**src/rtl/fetch_unit.sv**
```systemverilog
// Instruction-fetch stage: owns the PC, drives a variable-latency req/ack
// instruction-memory port and buffers fetched words in a 2-entry FIFO that
// feeds the Decode pipeline register. Redirects from Decode flush the FIFO
// and discard any wrong-path fetch still in flight.
// Optional build macro: FETCH_PERF_CNT_EN adds the o_perf_bubbles counter.
module fetch_unit #(
   parameter logic [31:0] RESET_PC  = 32'h0000_0000,
   parameter logic [31:0] NOP_INSTR = 32'h0000_0013
) (
   input  logic        i_clk,
   input  logic        i_rst,
   input  logic        i_stall_F,
   input  logic        i_redirect,
   input  logic [31:0] i_pc_target,
   output logic        o_imem_req,
   output logic [31:0] o_imem_addr,
   input  logic        i_imem_ack,
   input  logic [31:0] i_imem_rdata,
   output logic        o_valid_F,
   output logic [31:0] o_instr_F,
   output logic [31:0] o_pc_F,
   output logic [31:0] o_pc_plus4_F
`ifdef FETCH_PERF_CNT_EN
   ,
   output logic [31:0] o_perf_bubbles
`endif
);

   typedef enum logic [1:0] {FETCH, IDLE_FULL, DISCARD} state_t;

   state_t      state, state_nxt;
   logic [31:0] fetch_pc, fetch_pc_nxt;
   logic [31:0] target, target_nxt;
   logic        pending, pending_nxt;

   // queue slot 0 is the head and drives the F-stage outputs directly
   logic        v0, v1, v0_nxt, v1_nxt;
   logic [31:0] pc0, pc1, pc0_nxt, pc1_nxt;
   logic [31:0] instr0, instr1, instr0_nxt, instr1_nxt;

   logic [1:0]  count, count_after_deq;
   logic        deq, ack_ok, enq;
   logic [31:0] redirect_pc;

   assign redirect_pc     = {i_pc_target[31:2], 2'b00};
   assign count           = {1'b0, v0} + {1'b0, v1};
   assign deq             = v0 && !i_stall_F;
   assign count_after_deq = count - {1'b0, deq};

   // a raised request is held until ack; a new one issues only when a slot will be free
   assign o_imem_req = !i_rst && (pending || (state != IDLE_FULL && count_after_deq < 2'd2));
   assign ack_ok     = o_imem_req && i_imem_ack;
   assign enq        = ack_ok && (state == FETCH) && !i_redirect;

   assign o_imem_addr  = fetch_pc;
   assign o_valid_F    = v0;
   assign o_pc_F       = pc0;
   assign o_instr_F    = instr0;
   assign o_pc_plus4_F = pc0 + 32'd4;

   // next state, fetch PC and discard target; redirect outranks everything
   always_comb begin
      state_nxt    = state;
      fetch_pc_nxt = fetch_pc;
      target_nxt   = target;
      pending_nxt  = o_imem_req && !i_imem_ack;
      if (i_redirect) begin
         if (o_imem_req && !i_imem_ack) begin
            // old-path request must still complete; remember where to go afterwards
            state_nxt  = DISCARD;
            target_nxt = redirect_pc;
         end else begin
            state_nxt    = FETCH;
            fetch_pc_nxt = redirect_pc;
         end
      end else begin
         case (state)
            FETCH: begin
               if (ack_ok) begin
                  fetch_pc_nxt = fetch_pc + 32'd4;
                  if (count_after_deq == 2'd1) state_nxt = IDLE_FULL;
               end
            end
            IDLE_FULL: begin
               if (deq) state_nxt = FETCH;
            end
            DISCARD: begin
               if (ack_ok) begin
                  state_nxt    = FETCH;
                  fetch_pc_nxt = target;
               end
            end
            default: state_nxt = FETCH;
         endcase
      end
   end

   // FSM, PC and outstanding-request register
   always_ff @(posedge i_clk) begin
      if (i_rst) begin
         state    <= FETCH;
         fetch_pc <= RESET_PC;
         target   <= RESET_PC;
         pending  <= 1'b0;
      end else begin
         state    <= state_nxt;
         fetch_pc <= fetch_pc_nxt;
         target   <= target_nxt;
         pending  <= pending_nxt;
      end
   end

   // queue update: flush on redirect, else shift on dequeue then fill first free slot
   always_comb begin
      v0_nxt     = v0;
      v1_nxt     = v1;
      pc0_nxt    = pc0;
      pc1_nxt    = pc1;
      instr0_nxt = instr0;
      instr1_nxt = instr1;
      if (i_redirect) begin
         v0_nxt = 1'b0;
         v1_nxt = 1'b0;
      end else begin
         if (deq) begin
            v0_nxt     = v1;
            pc0_nxt    = pc1;
            instr0_nxt = instr1;
            v1_nxt     = 1'b0;
         end
         if (enq) begin
            if (!v0_nxt) begin
               v0_nxt     = 1'b1;
               pc0_nxt    = fetch_pc;
               instr0_nxt = i_imem_rdata;
            end else begin
               v1_nxt     = 1'b1;
               pc1_nxt    = fetch_pc;
               instr1_nxt = i_imem_rdata;
            end
         end
      end
      // an empty head presents a NOP at PC 0 to Decode
      if (!v0_nxt) begin
         pc0_nxt    = 32'd0;
         instr0_nxt = NOP_INSTR;
      end
   end

   // queue storage; only the head (visible outputs) and valid bits need reset values
   always_ff @(posedge i_clk) begin
      if (i_rst) begin
         v0     <= 1'b0;
         v1     <= 1'b0;
         pc0    <= 32'd0;
         instr0 <= NOP_INSTR;
      end else begin
         v0     <= v0_nxt;
         v1     <= v1_nxt;
         pc0    <= pc0_nxt;
         instr0 <= instr0_nxt;
      end
      pc1    <= pc1_nxt;
      instr1 <= instr1_nxt;
   end

`ifdef FETCH_PERF_CNT_EN
   // bubble counter: empty head with no redirect this cycle, saturating
   always_ff @(posedge i_clk) begin
      if (i_rst) begin
         o_perf_bubbles <= 32'd0;
      end else if (!v0 && !i_redirect && (o_perf_bubbles != 32'hFFFF_FFFF)) begin
         o_perf_bubbles <= o_perf_bubbles + 32'd1;
      end
   end
`endif

endmodule

```
**config.mk**
```make
export PLATFORM = sky130hd
export DESIGN_NAME = fetch_unit
export DESIGN_NICKNAME = d
export VERILOG_FILES = /design/src/rtl/fetch_unit.sv
export SDC_FILE = /design/constraint.sdc
export NUM_CORES = 1
export LEC_CHECK = 0
export ABC_AREA = 1
export ABC_CLOCK_PERIOD_IN_PS = 7810
export CAP_MARGIN = 10
export CELL_PAD_IN_SITES_DETAIL_PLACEMENT = 0
export CELL_PAD_IN_SITES_GLOBAL_PLACEMENT = 1
export CORE_MARGIN = 5
export CORE_UTILIZATION = 35
export DETAILED_ROUTE_END_ITERATION = 10
export GPL_TIMING_DRIVEN = 1
export PLACE_DENSITY_LB_ADDON = 0.1
export REMOVE_ABC_BUFFERS = 1
export SYNTH_ARGS = -nofsm -noshare
export SYNTH_HDL_FRONTEND = slang
export SYNTH_SLANG_ARGS = --single-unit
```
**constraint.sdc**
```tcl
create_clock -name i_clk -period 7.81 [get_ports i_clk]
set_input_delay 2.343 -clock i_clk [delete_from_list [all_inputs] [get_ports i_clk]]
set_output_delay 2.343 -clock i_clk [all_outputs]
set_load 0.02 [all_outputs]
```
==> summary.txt, run 1 <==
Setup path
  • Buffers & Inverters on Critical Path: 3
  • CP Cell Sequence: clkdlybuf4s50_1, nor2_4, buf_4, nand3_2, nand3_2, a21oi_4, clkdlybuf4s50_1
  • Top delay family on crit path: buffers and inverters
  • CP Capture Type: output pin
  • Crit path max-delay cell type: buf_4
  • Worst path max stage delay: 0.67 ns
  • Worst Path Arrival: 4.64 ns
  • Critical-path maximum fanout: 70
  • CP startpoint kind: input pin
  • Crit Path Class: in2out
  • Worst EP required: 5.47 ns

Yosys
  • Share of the synthesized area in the top cell type: 25.2%
  • Yosys warnings: 0
  • Cell variety after synth: 34
  • Avg Cell Area, Syn: 6.66 µm²
  • Cell Area, Synth: 10,300 µm²
  • Cell taking the most area after synthesis: dfxtp_1
  • Post-synthesis cell count: 1,542
  • Ranking of synthesized cells by area: dfxtp_1 25%, nand2_1 22%, edfxtp_1 18%
  • Synth Register Bits: 191
  • Sequential area share after synthesis: 43.3%

Placed design
  • Placed inst area: 12,500 µm²
  • HPWL Detailed: 22.8 mm
  • PortBufs: 194
  • Placer Congestion: 0.841

Routing
  • WL final: 33.9 mm
  • ANT nets after route: 0
  • DRC violations left: 0
  • DR pass1 iterations: 5
  • WL per Instance: 16.2 µm
  • Initial DRC Count: 714
  • Via-per-instance ratio: 4.71
  • Via count: 9,832

Run
  • Max Cap Viol: 0

Finish
  • Final Util: 45.3%
  • Most common cell after layout, fill and taps aside: nand2_1
  • Ant. Diodes: 0
  • Area Growth Syn to Fin: 27.4%
  • Nets@finish: 1,764
  • FILL cells: 3,050
  • Multi-input combinational cell area: 4900 µm²
  • Most frequent cells in the layout: 610 x nand2_1, 193 x clkdlybuf4s50_1, 167 x nor2_1, 155 x inv_1, 129 x dfxtp_1
  • Fraction of layout cells with a size suffix above 1: 4.52%
  • Post-Layout Inst Area: 13,100 µm²
  • Register area: 4440 µm²

Floorplanning
  • Chip width: 181 µm
  • Row count: 62
  • Total core area: 28,900 µm²
  • Die Y: 181 µm
  • Die area: 32,900 µm²
  • Starting Density: 35.6%
  • Top Ports: 199

STA
  • Period utilization: 89.4%
  • Setup Skew: 0.0146 ns
  • Setup Viol. Count Final: 0
  • Crit path time final: 6.99 ns
  • Tightest Pin Transition: 0.959 ns
  • Final Hold Fails: 0
  • Final setup TNS: 0 ns
  • Max-slew violation count: 0
  • Relative slew slack: 35.9%
  • RSZ-0062 raised after global routing: false
  • Max Fclk: 143 MHz

Global routing
  • Vias in the first global route: 9,408
  • First-pass GRT wire length: 53.5 mm
  • Total GRT Usage: 20.3%
  • Overflow after GRT: 0
  • Largest net degree at the start of global routing: 71
  • Initial antenna violation count: 0

Clock tree
  • Clock Latency Late Sink: 0.43 ns
  • Hold-fix buffers, CTS: 0
  • TritonCTS Sinks: 191
  • CTS Buf Count: 17
  • CTS tree: built
  • CTS Root Cell: clkbuf_16
  • Setup bufs post-CTS: 0
  • Cts repair resizes: 0
  • Clk buf depth: 2
  • Reg clk slew, reported paths: 0.07 ns
  • Htree depth: 4

Power
  • Peak supply drop: 0.108 mV
  • Total Power: 2.24 mW
  • Leak: 5.71 nW
  • Power per cell area: 171 nW/µm²

Status
  • Status: finished clean

Min path
  • Hold Crit Class: reg2reg
-- kinds of logic after synthesis --
family | Yosys count | synth area share (%)
adders and majority gates | 4 | 0.487
other | 1 | 0.0365
and+or+nand+nor | 945 | 37.1
DFF | 191 | 43.3
AOI/OAI and AO/OA | 129 | 7.01
xor gates and xnor gates | 32 | 2.73
buffers and inverters | 240 | 9.31
-- layer usage --
metal  up-vias  routed length, µm  GRT usage (%)
li1       5115                  -              -
met1      4459              16200           27.8
met2       242              16100           34.5
met3        16               1400           2.96
met4         0                271           3.78
met5         -                  0              0
-- layout make-up --
cell class	count	share of cell area (%)
clock buffer	24	4.02
clock inverter	8	0.488
inverter	160	4.59
multi-input combinational	1112	37.5
sequential	191	34.0
tap	384	3.67
timing repair buffer	209	15.8
-- cells in the mapped netlist (all sizes together) --
cell type  count
o211ai         1
clkbuf        52
nor2         172
nor4           1
nand2        613
xor2          24
buf           28
ha             4
nand3        130
a31oi          5
a211oi        20
inv          159
dfxtp        129
a21oi         55
o21ai         48
edfxtp        62
xnor2          8
nand4          9
and3           1
conb           1
clkinv         1
nor3           5
or2           14
-- state kept, by name, indices dropped and copies added (netlist names) --
name         cells
o_imem_addr     30
pending          1
pc1             30
target          30
o_pc_F          32
state            2
instr1          32
v1               1
o_instr_F       32
o_valid_F        1
-- path summary, 6_finish.rpt --
check / cells past startpoint / startpoint / end / slack, ns
worst min register to register: 2 / target[19] / target[19] / 0.46
worst max register to register: 12 / o_valid_F / o_imem_addr[16] / 4.40
worst min-delay path: 2 / target[19] / target[19] / 0.46
worst max-delay path: 7 / i_stall_F / o_imem_req / 0.82
-- where the power goes --
part	total, mW	internal, mW	switching [mW]	leakage (nW)
clock	0.888	0.481	0.407	0.294
sequential	1.08	1.05	0.0349	1.61
combinational	0.267	0.110	0.158	3.80
-- worst reg2reg max path: cells and delay by family (launching register included) --
family / cells / cell delay, ns
simple gates: 8 / 1.61
flops: 1 / 0.45
buf+inv: 3 / 1.16
compound gates: 1 / 0.08
-- stage by stage --
stage               hold WS (ns)  setup slack [ns]  instances
finish                     0.461             0.825       2088
global route               0.482             0.679       2088
CTS                        0.463             0.793       2088
detailed placement         0.447             0.785       2056
global placement           0.444             0.810       2056
floorplan                  0.430             -1.97       1463
No activity file was read; power rests on OpenSTA's default activity.
==> run 2, diff against run 1 <==
--- a/config.mk
+++ b/config.mk
@@ -11,7 +11,7 @@
 export CELL_PAD_IN_SITES_DETAIL_PLACEMENT = 0
 export CELL_PAD_IN_SITES_GLOBAL_PLACEMENT = 1
 export CORE_MARGIN = 5
-export CORE_UTILIZATION = 35
+export CORE_UTILIZATION = 37
 export DETAILED_ROUTE_END_ITERATION = 10
 export GPL_TIMING_DRIVEN = 1
 export PLACE_DENSITY_LB_ADDON = 0.1
==> run 2 against run 1 <==
Compared with the run above:
- utilization rose by 1.8 points
- sequential share of layout area rose by 0.12 points
- worst setup slack improved by 0.032 ns
- largest cell class unchanged
==> summary.txt, run 2 (synthesis gave the netlist of run 1 again) <==
STA
  • Setup Viol. Count Final: 0
  • Setup Skew: 0.0149 ns
  • Final Hold Fails: 0
  • Crit path time final: 6.95 ns
  • Period utilization: 89.0%
  • Relative slew slack: 25.4%
  • Max-slew violation count: 0
  • RSZ-0062 raised after global routing: false
  • Max Fclk: 144 MHz
  • Hold_ws: 0.463 ns
  • Tightest Pin Transition: 1.12 ns

Routing
  • Metal3 WL: 1.59 mm
  • Via count: 9,831
  • Initial DRC Count: 639
  • M1 WL: 15.8 mm
  • Via-per-instance ratio: 4.72
  • WL final: 33.2 mm
  • DRC violations left: 0
  • DR pass1 iterations: 5
  • WL per Instance: 15.9 µm
  • ANT nets after route: 0
  • Met2 wire length: 15.2 mm
  • Top routing layer used: met4

Floorplanning
  • Starting Density: 37.2%
  • Chip width: 177 µm
  • Die area: 31,200 µm²
  • Total core area: 27,600 µm²
  • Die Y: 177 µm
  • Top Ports: 199
  • Row count: 61

Finish
  • FILL cells: 2,922
  • Ant. Diodes: 0
  • Area Growth Syn to Fin: 27.0%
  • Final Util: 47.2%
  • Most frequent cells in the layout: 610 x nand2_1, 193 x clkdlybuf4s50_1, 167 x nor2_1, 155 x inv_1, 129 x dfxtp_1
  • Most common cell after layout, fill and taps aside: nand2_1
  • Nets@finish: 1,763
  • Register area: 4440 µm²
  • Fraction of layout cells with a size suffix above 1: 4.52%
  • Multi-input combinational cell area: 4900 µm²

Clock tree
  • Clock Latency Late Sink: 0.43 ns
  • Clk buf depth: 2
  • Htree depth: 4
  • CTS tree: built
  • TritonCTS Sinks: 191
  • Hold-fix buffers, CTS: 0
  • CTS Root Cell: clkbuf_16
  • Setup bufs post-CTS: 0
  • CTS Buf Count: 17
  • Cts repair resizes: 0
  • Reg clk slew, reported paths: 0.08 ns

Placed design
  • PortBufs: 194
  • HPWL Detailed: 22.1 mm
  • Placer Congestion: 0.880

Global routing
  • Vias in the first global route: 9,230
  • Overflow after GRT: 0
  • First-pass GRT wire length: 51.4 mm
  • Total GRT Usage: 20.8%
  • Largest net degree at the start of global routing: 71
  • Initial antenna violation count: 0

Setup path
  • R2R Path Start: o_valid_F
  • Worst Path Arrival: 4.61 ns
  • Critical-path maximum fanout: 70
  • CP startpoint kind: input pin
  • FF-to-FF End: o_imem_addr[18]
  • CP startpoint: i_stall_F
  • CP Capture Type: output pin
  • Reg2reg setup slack: 4.52 ns
  • Worst Setup EP: o_imem_req
  • Worst EP required: 5.47 ns
  • FF-to-FF path depth: 12
  • Crit Path Class: in2out

Power
  • Peak supply drop: 0.106 mV
  • P_int: 1.62 mW
  • Total Power: 2.23 mW
  • Comb pwr share: 12.0%
  • Sw Share: 27.4%
  • Part of the power in registers: 48.6%
  • Clock power share: 39.4%
  • Sw Pwr: 609 µW
  • Leak: 5.69 nW
  • Power per cell area: 171 nW/µm²

Run
  • Max Cap Viol: 0

Status
  • Status: finished clean

Min path
  • Hold Crit Class: reg2reg
## run 2: cell type report
class / count / area share, %
multi-input cells: 1112 / 37.6
flip-flops and latches: 191 / 34.1
repair buffers: 208 / 15.7
inverters: 160 / 4.61
well taps: 378 / 3.63
clock buffers: 20 / 3.43
clock inverters: 12 / 0.950
## run 2: power groups by stage
stage | Sequential (mW) | Clock (mW) | Combinational (mW)
after floorplan | 1.11 | 0 | 0.125
after global placement | 1.10 | 0 | 0.266
after detailed placement | 1.10 | 0 | 0.266
after CTS | 1.08 | 0.893 | 0.268
after global routing | 1.09 | 0.933 | 0.296
final | 1.08 | 0.878 | 0.266
## run 2: routing by layer
layer | track usage, % | vias to the layer above
met3 | 3.30 | 33
li1 | - | 5115
met5 | 0 | -
met1 | 28.9 | 4458
met2 | 33.8 | 225
met4 | 5.58 | 0
## run 2: worst min-delay path by stage
stage                     startpoint    endpoint  slack (ns)  depth (start not counted)
after floorplan           target[11]  target[11]        0.43                          2
after global placement    target[11]  target[11]        0.44                          2
after detailed placement  target[19]  target[19]        0.45                          2
after CTS                 target[19]  target[19]        0.46                          2
after global routing      target[19]  target[19]        0.47                          2
final                     target[28]  target[28]        0.46                          2
## run 2: per-stage QoR
| stage | setup TNS (ns) | cells | worst slack, ns | area, µm² |
|---|---|---|---|---|
| final | 0 | 2081 | 0.857 | 13000 |
| after global routing | 0 | 2081 | 0.706 | 13000 |
| after CTS | 0 | 2081 | 0.793 | 13000 |
| after detailed placement | 0 | 2049 | 0.801 | 12500 |
| after global placement | 0 | 2049 | 0.798 | 12500 |
| after floorplan | -151.64 | 1463 | -1.97 | 9920 |
## run 2: worst max-delay path, cell delays in order
cell and delay, ns:
clkdlybuf4s50_1 0.52, nor2_4 0.16, buf_4 0.64, nand3_2 0.16
nand3_2 0.14, a21oi_4 0.08, clkdlybuf4s50_1 0.57
==> run 3, diff against run 2 <==
--- a/config.mk
+++ b/config.mk
@@ -6,14 +6,15 @@
 export NUM_CORES = 1
 export LEC_CHECK = 0
 export ABC_AREA = 1
-export ABC_CLOCK_PERIOD_IN_PS = 7810
+export ABC_CLOCK_PERIOD_IN_PS = 5900
 export CAP_MARGIN = 10
 export CELL_PAD_IN_SITES_DETAIL_PLACEMENT = 0
 export CELL_PAD_IN_SITES_GLOBAL_PLACEMENT = 1
 export CORE_MARGIN = 5
-export CORE_UTILIZATION = 37
+export CORE_UTILIZATION = 33
 export DETAILED_ROUTE_END_ITERATION = 10
 export GPL_TIMING_DRIVEN = 1
+export HOLD_SLACK_MARGIN = 0.06
 export PLACE_DENSITY_LB_ADDON = 0.1
 export REMOVE_ABC_BUFFERS = 1
 export SYNTH_ARGS = -nofsm -noshare
==> constraint.sdc (replaced) <==
create_clock -name i_clk -period 5.9 [get_ports i_clk]
set_input_delay 1.77 -clock i_clk [delete_from_list [all_inputs] [get_ports i_clk]]
set_output_delay 1.77 -clock i_clk [all_outputs]
set_load 0.02 [all_outputs]
==> run 3 against run 2 <==
Compared with the run above:
- worst setup slack worse by 0.63 ns
- clock power grew 33%
- sequential share of layout area shrank 0.22 points
- critical path depth up 3
- global-route usage shrank 1.3 points
- die area up 11%
- largest cell class unchanged
- clock-buffer cell count decreased by 3
- flip-flop and latch count unchanged
==> summary.txt, run 3 (synthesis gave the netlist of run 1 again) <==
Global routing
  • Vias in the first global route: 9,426
  • Total GRT Usage: 19.5%
  • Initial antenna violation count: 0
  • Largest net degree at the start of global routing: 84
  • First-pass GRT wire length: 54.7 mm
  • Overflow after GRT: 0

Clock tree
  • Htree depth: 4
  • Cts repair resizes: 0
  • Hold-fix buffers, CTS: 0
  • CTS tree: built
  • Reg clk slew, reported paths: 0.08 ns
  • Setup bufs post-CTS: 0
  • Clock Latency Late Sink: 0.44 ns
  • Clk buf depth: 2
  • CTS Root Cell: clkbuf_16
  • CTS Buf Count: 17
  • TritonCTS Sinks: 191

Finish
  • Nets@finish: 1,769
  • Multi-input combinational cell area: 4900 µm²
  • Ant. Diodes: 0
  • Register area: 4440 µm²
  • Final Util: 42.8%
  • Area Growth Syn to Fin: 27.8%
  • Fraction of layout cells with a size suffix above 1: 4.92%
  • FILL cells: 3,308
  • Most common cell after layout, fill and taps aside: nand2_1
  • Most frequent cells in the layout: 610 x nand2_1, 193 x clkdlybuf4s50_1, 167 x nor2_1, 155 x inv_1, 129 x dfxtp_1

STA
  • RSZ-0062 raised after global routing: false
  • Tightest Pin Transition: 0.970 ns
  • Period utilization: 96.1%
  • Final Hold Fails: 0
  • Setup Skew: 0.0164 ns
  • Setup Viol. Count Final: 0
  • Crit path time final: 5.67 ns
  • Hold_ws: 0.461 ns
  • Max-slew violation count: 0
  • Relative slew slack: 35.4%
  • Max Fclk: 176 MHz

Floorplanning
  • Die area: 34,700 µm²
  • Chip width: 186 µm
  • Top Ports: 199
  • Row count: 64
  • Total core area: 30,700 µm²
  • Die Y: 186 µm
  • Starting Density: 33.5%

Setup path
  • R2R Path Start: o_valid_F
  • Crit Path Class: in2out
  • Critical-path maximum fanout: 3
  • Worst Path Arrival: 3.90 ns
  • Worst Setup EP: o_imem_req
  • FF-to-FF path depth: 15
  • CP Capture Type: output pin
  • CP startpoint kind: input pin
  • Reg2reg setup slack: 2.60 ns
  • FF-to-FF End: o_pc_F[16]
  • Worst EP required: 4.13 ns
  • CP startpoint: i_stall_F

Min path
  • Hold Crit Class: reg2reg

Routing
  • DRC violations left: 0
  • WL per Instance: 16.5 µm
  • Via count: 9,904
  • DR pass1 iterations: 6
  • ANT nets after route: 0
  • Initial DRC Count: 574
  • WL final: 34.8 mm
  • Via-per-instance ratio: 4.70

Power
  • Power per cell area: 226 nW/µm²
  • Leak: 5.72 nW
  • Total Power: 2.97 mW
  • Peak supply drop: 0.170 mV

Status
  • Status: finished clean

Placed design
  • HPWL Detailed: 23.3 mm
  • Placer Congestion: 0.877
  • PortBufs: 194

Run
  • Max Cap Viol: 0
==> run 3: changes by cell type in the layout (fill, tap and decap cells not counted), sizes merged <==
cell / before / now
buf: 15 / 21
clkbuf: 20 / 17
clkinv: 4 / 7
clkinvlp: 0 / 1
inv: 167 / 166
==> run 3: how the worst min path moves through the flow <==
stage                  to       start  depth (start not counted)  slack (ns)
2_1_floorplan  target[11]  target[11]                          2        0.43
3_3_place_gp   target[11]  target[11]                          2        0.44
3_5_place_dp   target[21]  target[21]                          2        0.45
4_1_cts        target[11]  target[11]                          2        0.46
5_1_grt        target[11]  target[11]                          2        0.49
6_report       target[28]  target[28]                          2        0.46
==> run 3: layer usage <==
metal,wire length [µm],global-route usage (%),up-vias,part of all wire (%)
met2,16300,32.5,249,47
met3,1440,2.88,32,4.1
met4,484,4.23,0,1.4
li1,-,-,5122,-
met1,16600,26.9,4501,48
met5,0,0,-,0
==> run 3: stage by stage <==
step	std cells	cell area (µm²)	setup TNS [ns]	setup WS, ns
6_report	2105	13100	0	0.231
5_1_grt	2105	13100	0	0.110
3_3_place_gp	2073	12500	0	0.245
4_1_cts	2105	13100	0	0.214
3_5_place_dp	2073	12500	0	0.221
2_1_floorplan	1463	9920	-364.09	-3.31
==> run 3: final cells by class <==
class,count,area share (%)
clock buffer,17,3.24
clock inverter,15,1.13
inverter,160,4.58
multi-input combinational,1112,37.4
sequential,191,33.9
tap,396,3.78
timing repair buffer,214,16.0
==> run 3: power by group <==
group	internal (mW)	switching [mW]	leakage, nW
logic	0.147	0.211	3.82
registers	1.39	0.0469	1.61
clock network	0.599	0.576	0.283
total	2.13	0.834	5.72
==> run 3: worst max-delay path, cell delays in order <==
cell and delay [ns]:
clkdlybuf4s50_1 0.47, nor2_4 0.16, inv_2 0.05, ha_1 0.26
inv_1 0.04, ha_1 0.18, nand2_1 0.10, nand3_2 0.11
a21oi_4 0.14, clkdlybuf4s50_1 0.61
